`config.mk`:
```
export PLATFORM = sky130hd
export DESIGN_NAME = fetch_arb_ctl
export DESIGN_NICKNAME = d
export VERILOG_FILES = /design/src/rtl/nou_fetch_pkg.sv /design/src/rtl/nou_rr_arb.sv /design/src/rtl/fetch_arb_ctl.sv
export SDC_FILE = /design/constraint.sdc
export NUM_CORES = 1
export LEC_CHECK = 0
export CORE_MARGIN = 2
export CORE_UTILIZATION = 46
export DETAILED_ROUTE_END_ITERATION = 16
export PLACE_DENSITY = 0.88
export REMOVE_ABC_BUFFERS = 1
export SLEW_MARGIN = 5
export SYNTH_ARGS = -nofsm -noshare
export SYNTH_HDL_FRONTEND = slang
export SYNTH_SLANG_ARGS = --single-unit
```
`constraint.sdc`:
```
create_clock -name clk -period 2.6 [get_ports clk]
set_input_delay 0.26 -clock clk [delete_from_list [all_inputs] [get_ports clk]]
set_output_delay 0.26 -clock clk [all_outputs]
set_load 0.01 [all_outputs]
```
`src/rtl/nou_fetch_pkg.sv`:
```
// Shared defaults and helpers for the NOU multi-channel fetch control.
package nou_fetch_pkg;

   localparam int unsigned NOU_FETCH_NUM_CH    = 4;
   localparam int unsigned NOU_XRQ_DEPTH       = 16;
   localparam int unsigned NOU_FETCH_CRD_RSV   = 1;
   localparam int unsigned NOU_FETCH_BURST_LEN = 4;

   localparam int unsigned NOU_CRD_W = $clog2(NOU_XRQ_DEPTH + 1);
   typedef logic [NOU_CRD_W-1:0] nou_crd_cnt_t;

   // Channel index width, never narrower than one bit.
   function automatic int unsigned nou_idx_w(input int unsigned n);
      return (n > 1) ? $clog2(n) : 1;
   endfunction

endpackage

```
`src/rtl/nou_rr_arb.sv`:
```
// Round-robin arbiter: grants the first requester after ptr, or lock_idx when lock_en.
module nou_rr_arb
   import nou_fetch_pkg::*;
#(
   parameter int unsigned NUM_CH = NOU_FETCH_NUM_CH,
   parameter int unsigned IDX_W  = nou_idx_w(NUM_CH)
) (
   input  logic [NUM_CH-1:0] req,
   input  logic [IDX_W-1:0]  ptr,
   input  logic              lock_en,
   input  logic [IDX_W-1:0]  lock_idx,
   output logic [NUM_CH-1:0] gnt,
   output logic [IDX_W-1:0]  gnt_idx,
   output logic              gnt_vld
);

   logic [IDX_W-1:0] idx;

   always_comb begin
      gnt_idx = '0;
      gnt_vld = 1'b0;
      idx     = '0;
      if (lock_en) begin
         gnt_idx = lock_idx;
         gnt_vld = 1'b1;
      end else begin
         for (int unsigned i = 1; i <= NUM_CH; i++) begin
            idx = IDX_W'((32'(ptr) + i) % NUM_CH);
            if (!gnt_vld && req[idx]) begin
               gnt_vld = 1'b1;
               gnt_idx = idx;
            end
         end
      end
      gnt = gnt_vld ? (NUM_CH'(1) << gnt_idx) : '0;
   end

endmodule

```
`src/rtl/fetch_arb_ctl.sv`:
```
// Multi-channel round-robin FIFO fetch control with XRQ credit flow control.
// Define NOU_FETCH_BURST_EN to lock each grant for up to BURST_LEN beats.
module fetch_arb_ctl
   import nou_fetch_pkg::*;
#(
   parameter int unsigned NUM_CH    = NOU_FETCH_NUM_CH,
   parameter int unsigned XRQ_DEPTH = NOU_XRQ_DEPTH,
   parameter int unsigned CRD_RSV   = NOU_FETCH_CRD_RSV,
   parameter int unsigned BURST_LEN = NOU_FETCH_BURST_LEN
) (
   input  logic                                clk,
   input  logic                                rstn,
   input  logic                                fetch_en,
   input  logic [NUM_CH-1:0]                   fifo_empty_f0,
   output logic [NUM_CH-1:0]                   fifo_rd_en_f0,
   input  logic                                xrq_crd_rtn,
   output logic                                data_vld_f1,
   output logic [nou_idx_w(NUM_CH)-1:0]        data_ch_f1,
   output logic [$clog2(XRQ_DEPTH+1)-1:0]      crd_cnt,
   output logic                                err_crd_ovf
);

   localparam int unsigned IDX_W = nou_idx_w(NUM_CH);
   localparam int unsigned CRD_W = $clog2(XRQ_DEPTH + 1);
   localparam logic [CRD_W-1:0] CRD_MAX = CRD_W'(XRQ_DEPTH);
   localparam logic [CRD_W-1:0] CRD_RES = CRD_W'(CRD_RSV);

   if (NUM_CH < 1 || NUM_CH > 16) begin : g_bad_num_ch
      $error("NUM_CH out of range");
   end
   if (XRQ_DEPTH < 2 || XRQ_DEPTH > 255 || CRD_RSV >= XRQ_DEPTH) begin : g_bad_crd
      $error("XRQ_DEPTH/CRD_RSV out of range");
   end
   if (BURST_LEN < 1 || BURST_LEN > 16) begin : g_bad_burst
      $error("BURST_LEN out of range");
   end

   logic [NUM_CH-1:0] req;
   logic [NUM_CH-1:0] gnt;
   logic [IDX_W-1:0]  gnt_idx;
   logic              gnt_vld;
   logic [IDX_W-1:0]  rr_ptr;
   logic              lock_act;
   logic [IDX_W-1:0]  lock_ch;
   logic              issue;

   assign req   = ~fifo_empty_f0;
   assign issue = fetch_en & gnt_vld & (crd_cnt > CRD_RES);
   assign fifo_rd_en_f0 = issue ? gnt : '0;

   nou_rr_arb #(
      .NUM_CH (NUM_CH),
      .IDX_W  (IDX_W)
   ) u_arb (
      .req      (req),
      .ptr      (rr_ptr),
      .lock_en  (lock_act),
      .lock_idx (lock_ch),
      .gnt      (gnt),
      .gnt_idx  (gnt_idx),
      .gnt_vld  (gnt_vld)
   );

`ifdef NOU_FETCH_BURST_EN
   localparam int unsigned BEAT_W = $clog2(BURST_LEN + 1);
   typedef enum logic { LK_IDLE, LK_HELD } lock_e;

   lock_e             lock_st;
   logic [BEAT_W-1:0] beat_cnt;

   // A held lock whose channel has drained drops out here, so the arbiter
   // falls back to a normal scan in that same cycle.
   assign lock_act = (lock_st == LK_HELD) & req[lock_ch];

   always_ff @(posedge clk or negedge rstn) begin
      if (!rstn) begin
         lock_st  <= LK_IDLE;
         lock_ch  <= '0;
         beat_cnt <= '0;
      end else if (issue) begin
         if (lock_act) begin
            beat_cnt <= beat_cnt + 1'b1;
            if (beat_cnt == BEAT_W'(BURST_LEN - 1)) lock_st <= LK_IDLE;
         end else begin
            lock_ch  <= gnt_idx;
            beat_cnt <= BEAT_W'(1);
            lock_st  <= (BURST_LEN > 1) ? LK_HELD : LK_IDLE;
         end
      end else if (lock_st == LK_HELD && !req[lock_ch]) begin
         lock_st <= LK_IDLE;
      end
   end
`else
   assign lock_act = 1'b0;
   assign lock_ch  = '0;
`endif

   always_ff @(posedge clk or negedge rstn) begin
      if (!rstn) begin
         rr_ptr      <= IDX_W'(NUM_CH - 1);
         crd_cnt     <= CRD_MAX;
         err_crd_ovf <= 1'b0;
         data_vld_f1 <= 1'b0;
         data_ch_f1  <= '0;
      end else begin
         data_vld_f1 <= issue;
         if (issue) begin
            rr_ptr     <= gnt_idx;
            data_ch_f1 <= gnt_idx;
         end
         case ({issue, xrq_crd_rtn})
            2'b10:   crd_cnt <= crd_cnt - 1'b1;
            2'b01: begin
               if (crd_cnt == CRD_MAX) err_crd_ovf <= 1'b1;
               else                    crd_cnt     <= crd_cnt + 1'b1;
            end
            default: crd_cnt <= crd_cnt;
         endcase
      end
   end

endmodule

```
==> results of run 1 <==
==> power by group through the flow <==
stage	Clock (mW)	Combinational (mW)	Sequential, mW
after CTS	0.124	0.583	0.348
final	0.120	0.577	0.348
after global placement	0	0.568	0.346
after floorplan	0	0.285	0.382
after detailed placement	0	0.588	0.352
after global routing	0.140	0.641	0.359
==> final timing paths <==
check                                     endpoint  depth (start not counted)                    start
max in group asynchronous   crd_cnt[4]$_DFFE_PN1P_                          1                     rstn
hold / removal              crd_cnt[0]$_DFFE_PN0P_                          1                     rstn
setup reg to reg            crd_cnt[3]$_DFFE_PN0P_                          9   crd_cnt[1]$_DFFE_PN0P_
min in group clk           err_crd_ovf$_DFFE_PN0P_                          2  err_crd_ovf$_DFFE_PN0P_
setup / recovery                  fifo_rd_en_f0[2]                          7   crd_cnt[1]$_DFFE_PN0P_
hold reg to reg            err_crd_ovf$_DFFE_PN0P_                          2  err_crd_ovf$_DFFE_PN0P_
==> sequential cells by signal, indices dropped and copies added, names as in the netlist <==
name,flops
crd_cnt,5
data_ch_f1,2
data_vld_f1,1
err_crd_ovf,1
rr_ptr,2
==> layout make-up <==
class | instances | area (µm²)
Sequential cell | 11 | 279
Inverter | 6 | 25.0
Multi-Input combinational cell | 62 | 438
Timing Repair Buffer | 24 | 229
Clock inverter | 1 | 5.00
Clock buffer | 3 | 22.5
Fill cell | 130 | 523
Tap cell | 16 | 20.0
==> routing by layer <==
layer	up-vias	part of all wire (%)	wire [µm]	track usage (%)
met2	14	51	855	33.0
li1	342	-	-	-
met5	-	0	0	0
met1	332	43	726	23.6
met4	0	0.60	10	7.06
met3	2	4.6	77	6.00
==> worst max-delay path, delay by kind of cell, from the launching register on <==
family	cells	cell delay (ns)
simple gates	2	0.49
compound gates	2	0.44
buf+inv	2	0.36
flops	1	0.34
fa+ha+maj	1	0.18
==> what timing repair did <==
item,CTS,global route
endpoints found under the setup margin,3,1
gates cloned,0,0
resized for setup,3,2
==> layout by cell type, fill, tap and decap left out, types with 3 or more instances in the layout <==
| cell | n |
|---|---|
| nor2b_1 | 3 |
| ha_1 | 4 |
| a21oi_1 | 5 |
| clkdlybuf4s50_1 | 16 |
| o21ai_0 | 3 |
| dlygate4sd2_1 | 3 |
| mux2i_1 | 4 |
| dfrtp_1 | 8 |
| dfstp_2 | 3 |
| buf_4 | 4 |
| inv_1 | 5 |
| clkbuf_4 | 3 |
| nand2_1 | 7 |
| nor2_1 | 5 |
==> logic make-up after synthesis <==
kind of cell,Yosys count,share of synthesized area (%)
compound gates,19,17.3
buf+inv,9,6.69
mux,5,6.69
xor+xnor,2,2.28
fa+ha+maj,4,6.53
simple gates,32,24.1
flops,11,36.4
==> per-stage QoR <==
| stage | total power [mW] | area (µm²) | instances | setup slack [ns] | utilization, % |
|---|---|---|---|---|---|
| 3_3_place_gp | 0.914 | 991 | 119 | 0.118 | 64.3 |
| 2_1_floorplan | 0.667 | 741 | 79 | 0.528 | - |
| 6_report | 1.05 | 1020 | 123 | 0.247 | 66.1 |
| 3_5_place_dp | 0.941 | 991 | 119 | 0.0836 | 64.3 |
| 4_1_cts | 1.06 | 1010 | 123 | 0.00384 | 65.8 |
| 5_1_grt | 1.14 | 1020 | 123 | 0.0954 | 66.1 |
==> run metrics, run 1 <==
run status finished clean; unrepaired setup endpoints after global routing false; Antenna diodes 0; critical path data required time 2.34 ns; Int Pwr 0.624 mW; first-pass GRT wire length 2.82 mm; clock share of power 11.5%; Worst-Margin Slew 0.568 ns; number of global-route vias before repair 657; Rel. slew slack 61.2%; clock sinks 11; first drt pass iteration count 4; Syn Area/Cell 9.35 µm²; PortBufs 20; H-tree depth 1; Worst path slowest cell or3_4; total number of vias 690; CTS root buffer clkbuf_4; most common flop cell mapped by yosys dfrtp_1; slowest stage delay, CP 0.40 ns; fraction of registers with async set/reset 100%; final setup violation count 0; post-synth cell types 37; Crit path arrival time 2.09 ns; period utilization 90.5%; Worst-path clk slew 0.08 ns; die area 2010 µm²; worst hold slack 0.329 ns; worst-skew pair later-pin latency 0.27 ns; GPL Wtd Cong 0.735; initial antenna violation count 0; most frequent cell after synthesis dfrtp_1; Cell Pwr Density 1030 nW/µm²; final hold violation count 0; CP max FO 5; IO Pins 21; Cell Area, Synth 767 µm²; CTS hold repair buffers 0; startpoint types register; critical-path cell list inv_1, ha_1, o21bai_1, a211o_1, or3_4, nor2_2, dlygate4sd2_1; Layout area overhead 32.8%; Comb pwr share 55.2%; Mapped Cells 82; Via density 5.61; Post-route DRC 0; CP Capture Type output port; Max rail drop VDD 0.534 mV; CTS Buf Count 3; total core area 1540 µm²; Setup Fix Bufs, Post-CTS 0; Die X 44.8 µm; Longest Clk Path Bufs 2; Yosys reg bits 11; Crit Path Category reg2out; synth cell count leaders 8 x dfrtp_1, 7 x nand2_1, 5 x a21oi_1, 5 x inv_1, 5 x nor2_1; remaining global-route overflow 0; setup TNS 0 ns; TritonCTS clock tree yes; Rows 14; layout cells sized above 1 17.8%; initial core utilization 49.8%; largest net degree at the start of global routing 13; DR iter-0 viols 10; Ys Warns 0; R2R Setup Slk 0.66 ns; leakage 0.479 nW; Seq/Total Area, Yosys 36.4%; cell taking the most area after synthesis dfrtp_1; Final Max Tran Viols 0; hpwl dp 1.28 mm; total track usage 19.6%; Die H 44.8 µm; Switching Share 40.3%; EDFF count, synth 0; Reg power frac 33.3%; total routed wirelength 1.67 mm; clock skew 0.00417 ns; Tmin final 2.35 ns; Synth top area share 26.1%; NetSw 0.422 mW; Min-Delay Path Class in2async; f_max 425 MHz; post-route ant nets 0; final net count 120; max-cap violation count 0; WL per Instance 13.6 µm; Area contributors post-synth dfrtp_1 26%, dfstp_2 10%, ha_1 6.5%, mux2i_1 5.2%, nand2_1 3.4%
Power figures use the tool's default switching activity.
==> run 2: changes to the inputs <==
--- a/config.mk
+++ b/config.mk
@@ -10,6 +10,7 @@
 export DETAILED_ROUTE_END_ITERATION = 16
 export PLACE_DENSITY = 0.88
 export REMOVE_ABC_BUFFERS = 1
+export SKIP_CTS_REPAIR_TIMING = 1
 export SLEW_MARGIN = 5
 export SYNTH_ARGS = -nofsm -noshare
 export SYNTH_HDL_FRONTEND = slang
==> run metrics, run 2 (synthesis results as in run 1) <==
total core area 1540 µm² (unchanged); total track usage 19.6% (unchanged); most frequent cells in the layout 16 x clkdlybuf4s50_1, 8 x dfrtp_1, 7 x nand2_1; run status finished clean; Min-Delay Path Class in2async; Cell Pwr Density 1020 nW/µm² (-0.67%); max reg flops 5 (unchanged); first drt pass iteration count 4 (unchanged); CP Capture Type output port; final net count 120 (unchanged); initial core utilization 49.8% (unchanged); Longest Clk Path Bufs 2 (unchanged); Final Max Tran Viols 0 (unchanged); f_max 446 MHz (+4.9%); Die X 44.8 µm (unchanged); post-route ant nets 0 (unchanged); critical path data required time 2.34 ns (about the same); Tmin final 2.24 ns (-0.109 ns); PortBufs 20 (unchanged); WL per Instance 13.6 µm (+0.12%); worst-skew pair later-pin latency 0.27 ns (about the same); Rows 14 (unchanged); CP max FO 5 (unchanged); Rel. slew slack 61.2% (unchanged); Die H 44.8 µm (unchanged); Area after DPL 991 µm² (unchanged); GPL Wtd Cong 0.735 (unchanged); post-route cell area 1030 µm² (+1.1%); period utilization 86.3% (-4.2 points); final hold violation count 0 (unchanged); first-pass GRT wire length 2.82 mm (unchanged); H-tree depth 1 (unchanged); Post-route DRC 0 (unchanged); total number of vias 690 (unchanged); Final Util 66.8% (+0.73 points); die area 2010 µm² (unchanged); leakage 0.516 nW (+7.9%); Worst-Margin Slew 0.568 ns (unchanged); biggest regs crd_cnt: 5 flops, data_ch_f1: 2 flops, rr_ptr: 2 flops; hpwl dp 1.28 mm (unchanged); Layout fillers 125 (-3.8%); post-layout total power 1.05 mW (+0.43%); clock skew 0.00395 ns (-0.000222 ns); unrepaired setup endpoints after global routing false; Reg area 279 µm² (unchanged); CTS root buffer clkbuf_4; total routed wirelength 1.67 mm (+0.12%); IO Pins 21 (unchanged); initial antenna violation count 0 (unchanged); Max rail drop VDD 0.535 mV (about the same); layout cells sized above 1 17.8% (unchanged); max-cap violation count 0 (unchanged); Antenna diodes 0 (unchanged); startpoint types register; clock sinks 11 (unchanged); largest net degree at the start of global routing 13 (unchanged); DR iter-0 viols 10 (unchanged); remaining global-route overflow 0 (unchanged); final setup violation count 0 (unchanged); number of global-route vias before repair 657 (unchanged); Crit Path Category reg2out; commonest non-fill, non-tap cell in the layout clkdlybuf4s50_1; Via density 5.61 (unchanged); Top reg by flops crd_cnt; TritonCTS clock tree yes; Multi-input gate area 438 µm² (unchanged); CTS Buf Count 3 (unchanged); Layout area overhead 34.3%; Crit path arrival time 1.98 ns (-0.11 ns); Worst-path clk slew 0.08 ns (about the same)
[run 2: changes by cell type in the layout (fill, tap and decap cells not counted), sizes merged]
cell / previous run / this run
dlygate4sd2: 3 / 0
dlymetal6s2s: 1 / 4
[run 2: cell type report]
| class | count | share of cell area [%] |
|---|---|---|
| clock buffers | 3 | 2.19 |
| clock inverters | 1 | 0.486 |
| inverters | 6 | 2.43 |
| multi-input cells | 62 | 42.5 |
| flip-flops and latches | 11 | 27.1 |
| well taps | 16 | 1.94 |
| repair buffers | 24 | 23.3 |
[run 2: per-stage QoR]
stage,hold WS (ns),setup slack [ns],std cells,setup TNS (ns)
after floorplan,-0.0356,0.528,79,0
after global placement,0.462,0.118,119,0
after detailed placement,0.462,0.0836,119,0
after CTS,0.340,-0.0363,123,-0.0714
after global routing,0.336,0.196,123,0
final,0.329,0.356,123,0
[run 2: power by group]
group	switching, mW	internal [mW]
clock network	0.0628	0.0570
registers	0.0831	0.265
logic	0.275	0.307
[run 2: worst paths after layout]
| check | from | endpoint | slack [ns] | cells past startpoint |
|---|---|---|---|---|
| setup / recovery | crd_cnt[1]$_DFFE_PN0P_ | fifo_rd_en_f0[2] | 0.36 | 7 |
| setup reg to reg | crd_cnt[1]$_DFFE_PN0P_ | crd_cnt[3]$_DFFE_PN0P_ | 0.66 | 9 |
| hold reg to reg | err_crd_ovf$_DFFE_PN0P_ | err_crd_ovf$_DFFE_PN0P_ | 0.48 | 2 |
| max in group asynchronous | rstn | crd_cnt[4]$_DFFE_PN1P_ | 1.91 | 1 |
| min in group clk | err_crd_ovf$_DFFE_PN0P_ | err_crd_ovf$_DFFE_PN0P_ | 0.48 | 2 |
| hold / removal | rstn | crd_cnt[0]$_DFFE_PN0P_ | 0.33 | 1 |
[run 2: layer usage]
metal | track usage, % | part of all wire [%] | up-vias
met1 | 23.6 | 44 | 332
met2 | 33.0 | 51 | 14
met5 | 0 | 0 | -
li1 | - | - | 342
met4 | 7.06 | 0.60 | 0
met3 | 6.00 | 4.4 | 2
[run 2: critical path: stages (launching register included)]
cell and delay (ns):
dfrtp_1 0.34, inv_1 0.09, ha_1 0.18, o21bai_1 0.16, a211o_1 0.28, or3_4 0.40, nor2_2 0.09, dlymetal6s2s_1 0.16
